`src/rtl/inst_enc_pkg.sv`:
```
// Shared constants for the RV32I field-to-word instruction encoder:
// opcodes, request class codes and controller state encodings.
package inst_enc_pkg;

  localparam logic [6:0] OP_R      = 7'b0110011;
  localparam logic [6:0] OP_IMM    = 7'b0010011;
  localparam logic [6:0] OP_LOAD   = 7'b0000011;
  localparam logic [6:0] OP_STORE  = 7'b0100011;
  localparam logic [6:0] OP_BRANCH = 7'b1100011;

  localparam logic [2:0] CLS_R      = 3'd0;
  localparam logic [2:0] CLS_IMM    = 3'd1;
  localparam logic [2:0] CLS_LOAD   = 3'd2;
  localparam logic [2:0] CLS_STORE  = 3'd3;
  localparam logic [2:0] CLS_BRANCH = 3'd4;

  typedef logic [0:0] state_t;
  localparam state_t ST_ACCEPT = 1'b0;
  localparam state_t ST_FULL   = 1'b1;

endpackage

```
`src/rtl/inst_encoder_if.sv`:
```
// Request/response bus of the instruction encoder. The slave modport is the
// encoder's view; the master modport is the request source / word sink view.
interface inst_encoder_if #(parameter int AW = 6);
  logic               in_valid;
  logic               in_ready;
  logic [2:0]         in_cls;
  logic [4:0]         in_rd;
  logic [4:0]         in_rs1;
  logic [4:0]         in_rs2;
  logic [2:0]         in_funct3;
  logic [6:0]         in_funct7;
  logic signed [31:0] in_imm;
  logic               out_valid;
  logic               out_ready;
  logic [31:0]        out_inst;
  logic [AW-1:0]      out_addr;

  modport master (
    output in_valid, in_cls, in_rd, in_rs1, in_rs2, in_funct3, in_funct7, in_imm, out_ready,
    input  in_ready, out_valid, out_inst, out_addr
  );

  modport slave (
    input  in_valid, in_cls, in_rd, in_rs1, in_rs2, in_funct3, in_funct7, in_imm, out_ready,
    output in_ready, out_valid, out_inst, out_addr
  );
endinterface

```
`src/rtl/inst_pack.sv`:
```
// Combinational packer: turns decoded RV32I fields into an instruction word
// and flags whether the request is encodable (class known, immediate in range).
// Optional B-type support is enabled by defining INST_ENC_BTYPE_EN.
module inst_pack
  import inst_enc_pkg::*;
(
  input  logic [2:0]         cls,
  input  logic [4:0]         rd,
  input  logic [4:0]         rs1,
  input  logic [4:0]         rs2,
  input  logic [2:0]         funct3,
  input  logic [6:0]         funct7,
  input  logic signed [31:0] imm,
  output logic [31:0]        inst,
  output logic               ok
);

  logic imm12_fits;
  logic shamt_fits;
  logic is_shift;

  // 12-bit signed immediates: imm[31:11] all equal is the same as -2048..2047
  assign imm12_fits = (imm >= -32'sd2048) && (imm <= 32'sd2047);
  assign shamt_fits = (imm >= 32'sd0) && (imm <= 32'sd31);
  assign is_shift   = (funct3 == 3'b001) || (funct3 == 3'b101);

`ifdef INST_ENC_BTYPE_EN
  logic imm13_fits;
  // Branch offsets are even and span -4096..4094
  assign imm13_fits = (imm >= -32'sd4096) && (imm <= 32'sd4094) && !imm[0];
`endif

  // Select the field layout per class and apply that class's range rule
  always_comb begin
    inst = '0;
    ok   = 1'b0;
    case (cls)
      CLS_R: begin
        inst = {funct7, rs2, rs1, funct3, rd, OP_R};
        ok   = 1'b1;
      end
      CLS_IMM: begin
        if (is_shift) begin
          // Shifts carry funct7 in the upper bits and a 5-bit shamt
          inst = {funct7, imm[4:0], rs1, funct3, rd, OP_IMM};
          ok   = shamt_fits;
        end else begin
          inst = {imm[11:0], rs1, funct3, rd, OP_IMM};
          ok   = imm12_fits;
        end
      end
      CLS_LOAD: begin
        inst = {imm[11:0], rs1, funct3, rd, OP_LOAD};
        ok   = imm12_fits;
      end
      CLS_STORE: begin
        inst = {imm[11:5], rs2, rs1, funct3, imm[4:0], OP_STORE};
        ok   = imm12_fits;
      end
`ifdef INST_ENC_BTYPE_EN
      CLS_BRANCH: begin
        inst = {imm[12], imm[10:5], rs2, rs1, funct3, imm[4:1], imm[11], OP_BRANCH};
        ok   = imm13_fits;
      end
`else
      CLS_BRANCH: begin
        inst = '0;
        ok   = 1'b0;
      end
`endif
      default: begin
        inst = '0;
        ok   = 1'b0;
      end
    endcase
  end

endmodule

```
`src/rtl/inst_encoder.sv`:
```
// RV32I instruction encoder: accepts decoded fields over valid/ready, packs a
// word, and presents it with a sequential instruction-memory word address.
// Rejected requests pulse err and bump a saturating error count.
// Define INST_ENC_BTYPE_EN to accept the branch class (B-type encoding).
module inst_encoder
  import inst_enc_pkg::*;
#(
  parameter int DEPTH = 64,
  parameter int AW    = 6
)
(
  input  logic           clk,
  input  logic           rst,
  inst_encoder_if.slave  bus,
  input  logic           clear,
  output logic           full,
  output logic           err,
  output logic [7:0]     err_cnt
);

  localparam logic [AW-1:0] LAST_ADDR = AW'(DEPTH - 1);

  function automatic logic [7:0] sat_inc8(input logic [7:0] v);
    return (v == 8'hFF) ? v : v + 8'd1;
  endfunction

  state_t        state;
  logic [AW-1:0] wr_ptr;
  logic          vld_p1;
  logic [31:0]   inst_p1;
  logic [31:0]   pack_inst;
  logic          pack_ok;
  logic          accept;
  logic          drain;
  logic          reject;
  logic          at_last;

  inst_pack u_pack (
    .cls    (bus.in_cls),
    .rd     (bus.in_rd),
    .rs1    (bus.in_rs1),
    .rs2    (bus.in_rs2),
    .funct3 (bus.in_funct3),
    .funct7 (bus.in_funct7),
    .imm    (bus.in_imm),
    .inst   (pack_inst),
    .ok     (pack_ok)
  );

  // A new word can enter whenever the output slot is empty or being drained
  assign bus.in_ready = (state == ST_ACCEPT) && (!vld_p1 || bus.out_ready);
  assign accept       = bus.in_valid && bus.in_ready;
  assign drain        = vld_p1 && bus.out_ready;
  assign reject       = accept && !pack_ok;
  assign at_last      = (wr_ptr == LAST_ADDR);

  assign bus.out_valid = vld_p1;
  assign bus.out_inst  = inst_p1;
  assign bus.out_addr  = wr_ptr;
  assign full          = (state == ST_FULL);

  // Controller: go FULL when the last slot drains; only clear/rst re-opens
  always_ff @(posedge clk) begin
    if (rst) begin
      state <= ST_ACCEPT;
    end else if (clear) begin
      state <= ST_ACCEPT;
    end else if ((state == ST_ACCEPT) && drain && at_last) begin
      state <= ST_FULL;
    end
  end

  // Word address advances per drained word; it holds at the last slot once full
  always_ff @(posedge clk) begin
    if (rst) begin
      wr_ptr <= '0;
    end else if (clear) begin
      wr_ptr <= '0;
    end else if (drain && !at_last) begin
      wr_ptr <= wr_ptr + 1'b1;
    end
  end

  // stage p1: registered output word, held until the sink takes it
  always_ff @(posedge clk) begin
    if (rst) begin
      vld_p1  <= 1'b0;
      inst_p1 <= '0;
    end else if (accept && pack_ok) begin
      vld_p1  <= 1'b1;
      inst_p1 <= pack_inst;
    end else if (drain) begin
      vld_p1  <= 1'b0;
    end
  end

  // One-cycle error pulse following each rejected request
  always_ff @(posedge clk) begin
    if (rst) begin
      err <= 1'b0;
    end else begin
      err <= reject;
    end
  end

  // Saturating rejected-request counter, zeroed by clear
  always_ff @(posedge clk) begin
    if (rst) begin
      err_cnt <= '0;
    end else if (clear) begin
      err_cnt <= '0;
    end else if (reject) begin
      err_cnt <= sat_inc8(err_cnt);
    end
  end

endmodule

```
`src/flat_wrapper.sv`:
```
// flat-port wrapper written by rule: the top's interface ports become plain ports
module inst_encoder_flat import inst_enc_pkg::*;
#(
  parameter int DEPTH = 64,
  parameter int AW    = 6
)
  (clk, rst, clear, full, err, err_cnt, bus_in_valid, bus_in_cls, bus_in_rd, bus_in_rs1, bus_in_rs2, bus_in_funct3, bus_in_funct7, bus_in_imm, bus_out_ready, bus_in_ready, bus_out_valid, bus_out_inst, bus_out_addr);
  inst_encoder_if #(.AW(AW)) bus_i ();
  input  logic clk;
  input  logic rst;
  input  logic clear;
  output logic full;
  output logic err;
  output logic [7:0] err_cnt;
  input wire logic [$bits(bus_i.in_valid)-1:0] bus_in_valid;
  input wire logic [$bits(bus_i.in_cls)-1:0] bus_in_cls;
  input wire logic [$bits(bus_i.in_rd)-1:0] bus_in_rd;
  input wire logic [$bits(bus_i.in_rs1)-1:0] bus_in_rs1;
  input wire logic [$bits(bus_i.in_rs2)-1:0] bus_in_rs2;
  input wire logic [$bits(bus_i.in_funct3)-1:0] bus_in_funct3;
  input wire logic [$bits(bus_i.in_funct7)-1:0] bus_in_funct7;
  input wire logic [$bits(bus_i.in_imm)-1:0] bus_in_imm;
  input wire logic [$bits(bus_i.out_ready)-1:0] bus_out_ready;
  output wire logic [$bits(bus_i.in_ready)-1:0] bus_in_ready;
  output wire logic [$bits(bus_i.out_valid)-1:0] bus_out_valid;
  output wire logic [$bits(bus_i.out_inst)-1:0] bus_out_inst;
  output wire logic [$bits(bus_i.out_addr)-1:0] bus_out_addr;
  assign bus_i.in_valid = bus_in_valid;
  assign bus_i.in_cls = bus_in_cls;
  assign bus_i.in_rd = bus_in_rd;
  assign bus_i.in_rs1 = bus_in_rs1;
  assign bus_i.in_rs2 = bus_in_rs2;
  assign bus_i.in_funct3 = bus_in_funct3;
  assign bus_i.in_funct7 = bus_in_funct7;
  assign bus_i.in_imm = bus_in_imm;
  assign bus_i.out_ready = bus_out_ready;
  assign bus_in_ready = bus_i.in_ready;
  assign bus_out_valid = bus_i.out_valid;
  assign bus_out_inst = bus_i.out_inst;
  assign bus_out_addr = bus_i.out_addr;
  inst_encoder #(.DEPTH(DEPTH), .AW(AW)) u_core (.clk(clk), .rst(rst), .bus(bus_i), .clear(clear), .full(full), .err(err), .err_cnt(err_cnt));
endmodule
```
`config.mk`:
```
export PLATFORM = sky130hd
export DESIGN_NAME = inst_encoder_flat
export DESIGN_NICKNAME = d
export VERILOG_FILES = /design/src/rtl/inst_enc_pkg.sv /design/src/rtl/inst_encoder_if.sv /design/src/rtl/inst_pack.sv /design/src/rtl/inst_encoder.sv /design/src/flat_wrapper.sv
export SDC_FILE = /design/constraint.sdc
export NUM_CORES = 1
export LEC_CHECK = 0
export BUFFER_PORTS_ARGS = -buffer_cell sky130_fd_sc_hd__buf_2
export CORE_MARGIN = 4
export CORE_UTILIZATION = 47
export CTS_BUF_LIST = sky130_fd_sc_hd__clkbuf_16
export CTS_CLUSTER_DIAMETER = 50
export DETAILED_ROUTE_END_ITERATION = 8
export PLACE_DENSITY = 0.81
export SLEW_MARGIN = 30
export SYNTH_ARGS = -nofsm -noshare
export SYNTH_HDL_FRONTEND = slang
export SYNTH_SLANG_ARGS = --single-unit
```
`constraint.sdc`:
```
create_clock -name clk -period 2.2 [get_ports clk]
set_input_delay 0.11 -clock clk [delete_from_list [all_inputs] [get_ports clk]]
set_output_delay 0.11 -clock clk [all_outputs]
set_load 0.02 [all_outputs]
```
# After elaboration in Yosys (flattened, before gate mapping)
# Cells that the tools add are included.
word_totals:
  regBits: 49
  output_inout_bits: 50
  elab_cells: 47
classes:
  n_addsub: 2
  magnitude_cmp: 4
  n_eq_ne: 7
  mux: 6
  n_bitwise: 2
  n_reduce_logical: 20
ops:
  columns: ["operator", "n"]
  rows:
  - ["32-bit one-hot mux with 4 select lines", 1]
  - ["32-bit by 1-bit greater-or-equal comparator with 1-bit output, second input constant", 1]
  - ["32-bit by 12-bit greater-or-equal comparator with 1-bit output, second input constant", 1]
  - ["32-bit by 12-bit less-or-equal comparator with 1-bit output, second input constant", 1]
  - ["32-bit by 6-bit less-or-equal comparator with 1-bit output, second input constant", 1]
  - ["32-bit 2-to-1 mux", 1]
  - ["1-bit logical AND", 10]
  - ["8-bit by 1-bit adder with 8-bit output, second input constant", 1]
  - ["8-bit equality test, second input constant", 1]
  - ["6-bit by 1-bit adder with 6-bit output, second input constant", 1]
  - ["3-bit by 1-bit equality test with 1-bit output, second input constant", 2]
  - ["3-bit by 2-bit equality test with 1-bit output, second input constant", 2]
  - ["6-bit equality test, second input constant", 1]
  - ["2-bit OR reduction", 2]
  - ["3-bit equality test, second input constant", 1]
  - ["1-bit zero test", 3]
  - ["3-bit zero test", 1]
  - ["1-bit 2-to-1 mux", 3]
  - ["1-bit one-hot mux with 3 select lines", 1]
  - ["1-bit logical OR", 2]
  - ["1-bit inverter", 2]
  - ["2-bit AND reduction", 1]
  - ["2-bit nonzero test", 1]

# Depth between registers and ports, before layout
depth:
  depth_word: 7
  ltp_mapped: 8

# Cells and area by module
# From an unflattened synthesis, not the netlist that was laid out.
unflattened:
  cells_unflattened: 316
  area_unflattened_um2: 2446.1
by_module_without_submodules:
  columns: ["module", "n_inst", "cells_per_inst", "area_each_um2"]
  rows:
  - ["inst_encoder", 1, 228, 1909.3]
  - ["inst_pack", 1, 88, 536.8]

# Worst setup path before layout
# OpenSTA, ideal clock, no wires.
synth_path:
  path_kind: "flip-flop to flip-flop"
  startpoint: "register u_core.vld_p1, in the netlist u_core.bus.out_valid"
  endpoint: "register u_core.err_cnt[2]"
  setup_time_ns: 0.070
  arrival_time_ns: 2.034
  t_required_ns: 2.130
  path_slack_ns: 0.097
  path_stages_with_launch: 9
  path_buffers: 2
  period_less_slack_ns: 2.103
  path_cell_list: "dfxtp_1 nand2b_1 nor2b_1 and2_1 clkbuf_1 buf_2 nand4_1 or3_1 a21oi_1"
synth_between:
  elab_chain_len: 6
synth_lines:
  columns: ["element", "line", "rtl"]
  rows:
  - ["start, declared", "inst_encoder.sv:29", "logic vld_p1;"]
  - ["start signal, assigned", "inst_encoder.sv:87", "vld_p1 <= 1'b0;"]
  - ["start signal, assigned", "inst_encoder.sv:90", "vld_p1 <= 1'b1;"]
  - ["start signal, assigned", "inst_encoder.sv:93", "vld_p1 <= 1'b0;"]
  - ["1-bit zero test", "inst_encoder.sv:51", "assign bus.in_ready = (state == ST_ACCEPT) && (!vld_p1 || bus.out_ready);"]
  - ["1-bit logical OR", "inst_encoder.sv:51", null]
  - ["1-bit logical AND", "inst_encoder.sv:51", null]
  - ["named net bus_in_ready", "flat_wrapper.sv:24", "output wire logic [$bits(bus_i.in_ready)-1:0] bus_in_ready;"]
  - ["1-bit logical AND", "inst_encoder.sv:52", "assign accept = bus.in_valid && bus.in_ready;"]
  - ["1-bit logical AND", "inst_encoder.sv:54", "assign reject = accept && !pack_ok;"]
  - ["2-bit AND reduction (no source line)", null, null]
  - ["end signal, assigned", "inst_encoder.sv:113", "err_cnt <= sat_inc8(err_cnt);"]
  - ["end, declared", "inst_encoder.sv:18", "output logic [7:0] err_cnt"]
# The timed path passes the listed nets, and every way through them passes these cells.
# A chain may end at the register's enable or synchronous reset.

# Worst setup path in the final report
layout_path:
  startpoint: "register u_core.err_cnt[0]"
  endpoint: "register u_core.err_cnt[5]"
layout_between:
  elab_chain_len: 3
  word_cells_on_any_way: 4
layout_lines:
  columns: ["element"]
  rows:
  - ["parallel branches: the longest is 3 deep, another holds 8-bit by 1-bit adder with 8-bit output"]
# Parallel ways; which one is timed is not known.

==> results_dict.tcl <==
set metrics [dict create \
    path_delay_family "simple AND/OR/NAND/NOR gates" \
    synth_enable_flop_cells 0 \
    outcome "finished clean" \
    cts_tree "done" \
    maxCapViolCount 0 \
    ant_nets 0 \
    routedWlPerCell_um 15.39 \
    layout.nets 423 \
    path_class "register to register" \
    final-instance-count-excl-fill 424 \
    hold_path.class "input pin to register" \
    finalWirelength_mm 6.526 \
    chipHeight_um 79.98 \
    finalCritPeriodShare_pct 88.51 \
    ios 115 \
    drive_above_1_share_pct 43.42 \
    crit_required_ps 2410 \
    clk_latency_ps 280 \
    drt_iter0_markers 77 \
    async_flop_share_pct 0 \
    die_w_um 79.98 \
    cts.clk_slew.worst_paths_ps 60 \
    syn_area_per_cell_um2 9.739 \
    relSlewSlack_pct 63.27 \
    power_leakage_nw 1.390 \
    setup_violations 0 \
    maxSlewViolCount 0 \
    numCtsBuffers 5 \
    remaining_drc_errors 0 \
    place_ws_ps 184.5 \
    sw_frac_of_total_pct 23.61 \
    p_per_area_nw_per_um2 597.5 \
    grt_first_pass_wirelength_mm 10.11 \
    grt_antenna_before_repair 0 \
    cpMaxStageDelayCell "or4_1" \
    rsz0062_at_grt "no" \
    crit_path_cell_trace "ha_1 > nand4_1 > nand4_1 > or4_1 > or3_1 > a21oi_1" \
    place_inst 416 \
    critical_path_cell_count 6 \
    endpoint "u_core.err_cnt[5]" \
    dp_hpwl_mm 4.824 \
    cts_resized 0 \
    cts_sinks 45 \
    htreeDepth 2 \
    synth_cells 250 \
    peakVddDrop_mv 0.4517 \
    die_area_um2 6396 \
    cp_num_buf_inv 0 \
    port_buffers 111 \
    rr_endpoint "u_core.err_cnt[5]" \
    start_util_pct 49.90 \
    post_cts_buffers 0 \
    clock.fmax_mhz 513.5 \
    synth_area_um2 2435 \
    cp_slowest_stage_delay_ps 470 \
    combPwrFrac_pct 12.5 \
    fin_ws_ps 252.7 \
    worstSetupStartpoint "u_core.err_cnt[0]" \
    fin_skew_ps 4.603 \
    critPathMaxFanout 5 \
    num_antenna_cells 0 \
    area_delta_synth_final_pct 31.24 \
    synth_area_leader_cell "dfxtp_1" \
    endpoint_kind "register" \
    gp_congestion 0.8013 \
    cts_max_path_buffers 2 \
    num_rows 25 \
    vias 2401 \
    r2r_slack_ps 250 \
    worst_setup_path_start_kind "register" \
    overflow 0 \
    core_region_area_um2 4880 \
    ys_warn_count 0 \
    p_clk_share_pct 43.8 \
    setup_tns_ps 0 \
    crit_path_frequent_cell "nand4_1" \
    fin_crit_ps 1947 \
    synth.distinct_cells 45 \
    p_seq_share_pct 43.6 \
    power.total_mw 1.909 \
    netlist.area_leader.share_pct 37.00 \
    vias_per_cell 5.663 \
    power_switching_uw 450.7 \
    first_pass_iters 4 \
    cp.arrival_ps 2160 \
    yosysSeqAreaShare_pct 37.00 \
    ys.flop_type "dfxtp_1" \
    grtUsageTotal_pct 19.59 \
    synth.area.top_cells "dfxtp_1, o31ai_2, mux2i_1, nand4b_1, a21oi_1" \
    p_int_mw 1.459 \
    grt_max_degree 35 \
    reg2regPathDepth 6 \
    rr_startpoint "u_core.err_cnt[0]" \
    grt_pass1_vias 2155 \
    synth_seq_cells 45 \
    cts_hold_buf 0 \
    max_slew.worst_pin.slew_ps 551.0 \
    final_hold_viol_count 0 \
    cts_root_buf "clkbuf_16" \
]
## metrics by stage
step                      area, um2  hold slack (ps)  utilization, %
after global routing           3196            99.89           65.49
after floorplan                2442            250.6               -
after global placement         3029            385.6           62.08
final                          3196            103.5           65.49
after CTS                      3196            99.43           65.49
after detailed placement       3029            403.7           62.08
## power by group through the flow
stage / sequential [mW] / clock, mW / combinational, mW
CTS: 0.833 / 0.854 / 0.240
finish: 0.833 / 0.837 / 0.239
global placement: 0.851 / 0 / 0.235
floorplan: 0.864 / 0 / 0.124
detailed placement: 0.851 / 0 / 0.239
global route: 0.834 / 0.893 / 0.260
## worst min path at each step
stage                          start                 endpoint  slack [ps]  cells past startpoint
floorplan               bus_in_valid               u_core.err         250                      2
global placement       bus_out_ready              u_core.full         390                      3
detailed placement     bus_out_ready              u_core.full         400                      3
CTS                    bus_out_ready              u_core.full         100                      3
global route        bus_in_funct3[2]  u_core.bus.out_inst[14]         100                      3
finish                 bus_out_ready              u_core.full         100                      3
## flip-flops by register name, indices dropped and copies added (netlist names)
| register | cells |
|---|---|
| u_core.bus.out_addr | 6 |
| u_core.err | 1 |
| u_core.bus.out_valid | 1 |
| u_core.bus.out_inst | 28 |
| u_core.full | 1 |
| u_core.err_cnt | 8 |
## metal layers
metal	share of wire (%)	vias up	track usage [%]
li1	-	1170	-
met1	44	1134	25.50
met2	46	92	32.28
met3	8.6	5	5.079
met4	0.74	0	4.561
met5	0	-	0
## cells in the final DEF, fill, tap and decap left out, drive strengths merged, types with 3 or more instances in the layout
cell type  Yosys  layout
o31ai         23      23
nand3         11      11
nand2         10      10
nand4         11      11
xor2           4       4
o211ai         8       8
or3            4       4
buf           13     121
dfxtp         45      45
o21ai          4       4
nand4b        20      20
or4            7       7
nor4           6       6
conb           1       3
mux2i         19      19
nor2          10      10
clkbuf        11       5
a21oi         17      17
## cell type report
cell class | count | area (um2)
fillers | 403 | 1684
multi-input cells | 181 | 1394
flip-flops and latches | 45 | 900.9
repair buffers | 121 | 643.1
clock buffers | 5 | 125.1
well taps | 67 | 83.83
clock inverters | 3 | 41.29
inverters | 2 | 7.507
## Yosys cell counts (all sizes together), types with 6 or more instances
| library cell | instances |
|---|---|
| nand4b | 20 |
| nand3 | 11 |
| or4 | 7 |
| clkbuf | 11 |
| mux2i | 19 |
| buf | 13 |
| a21oi | 17 |
| nand2 | 10 |
| nor2 | 10 |
| nand4 | 11 |
| o31ai | 23 |
| o211ai | 8 |
| dfxtp | 45 |
| nor4 | 6 |
## cells by family after synthesis
kind of cell	after synthesis	synth area share, %
simple gates	95	25.69
flops	45	37.00
buf+inv	26	6.064
compound gates	56	20.09
mux	19	7.811
other cells	1	0.1540
xor+xnor	6	2.158
fa+ha+maj	2	1.028
## tightest hold or removal path: cells and delay by family
kind                   cells  cell delay [ps]
and+or+nand+nor            1               70
buffers and inverters      1              100
AOI/OAI and AO/OA          1               80
Power figures use the tool's default switching activity.
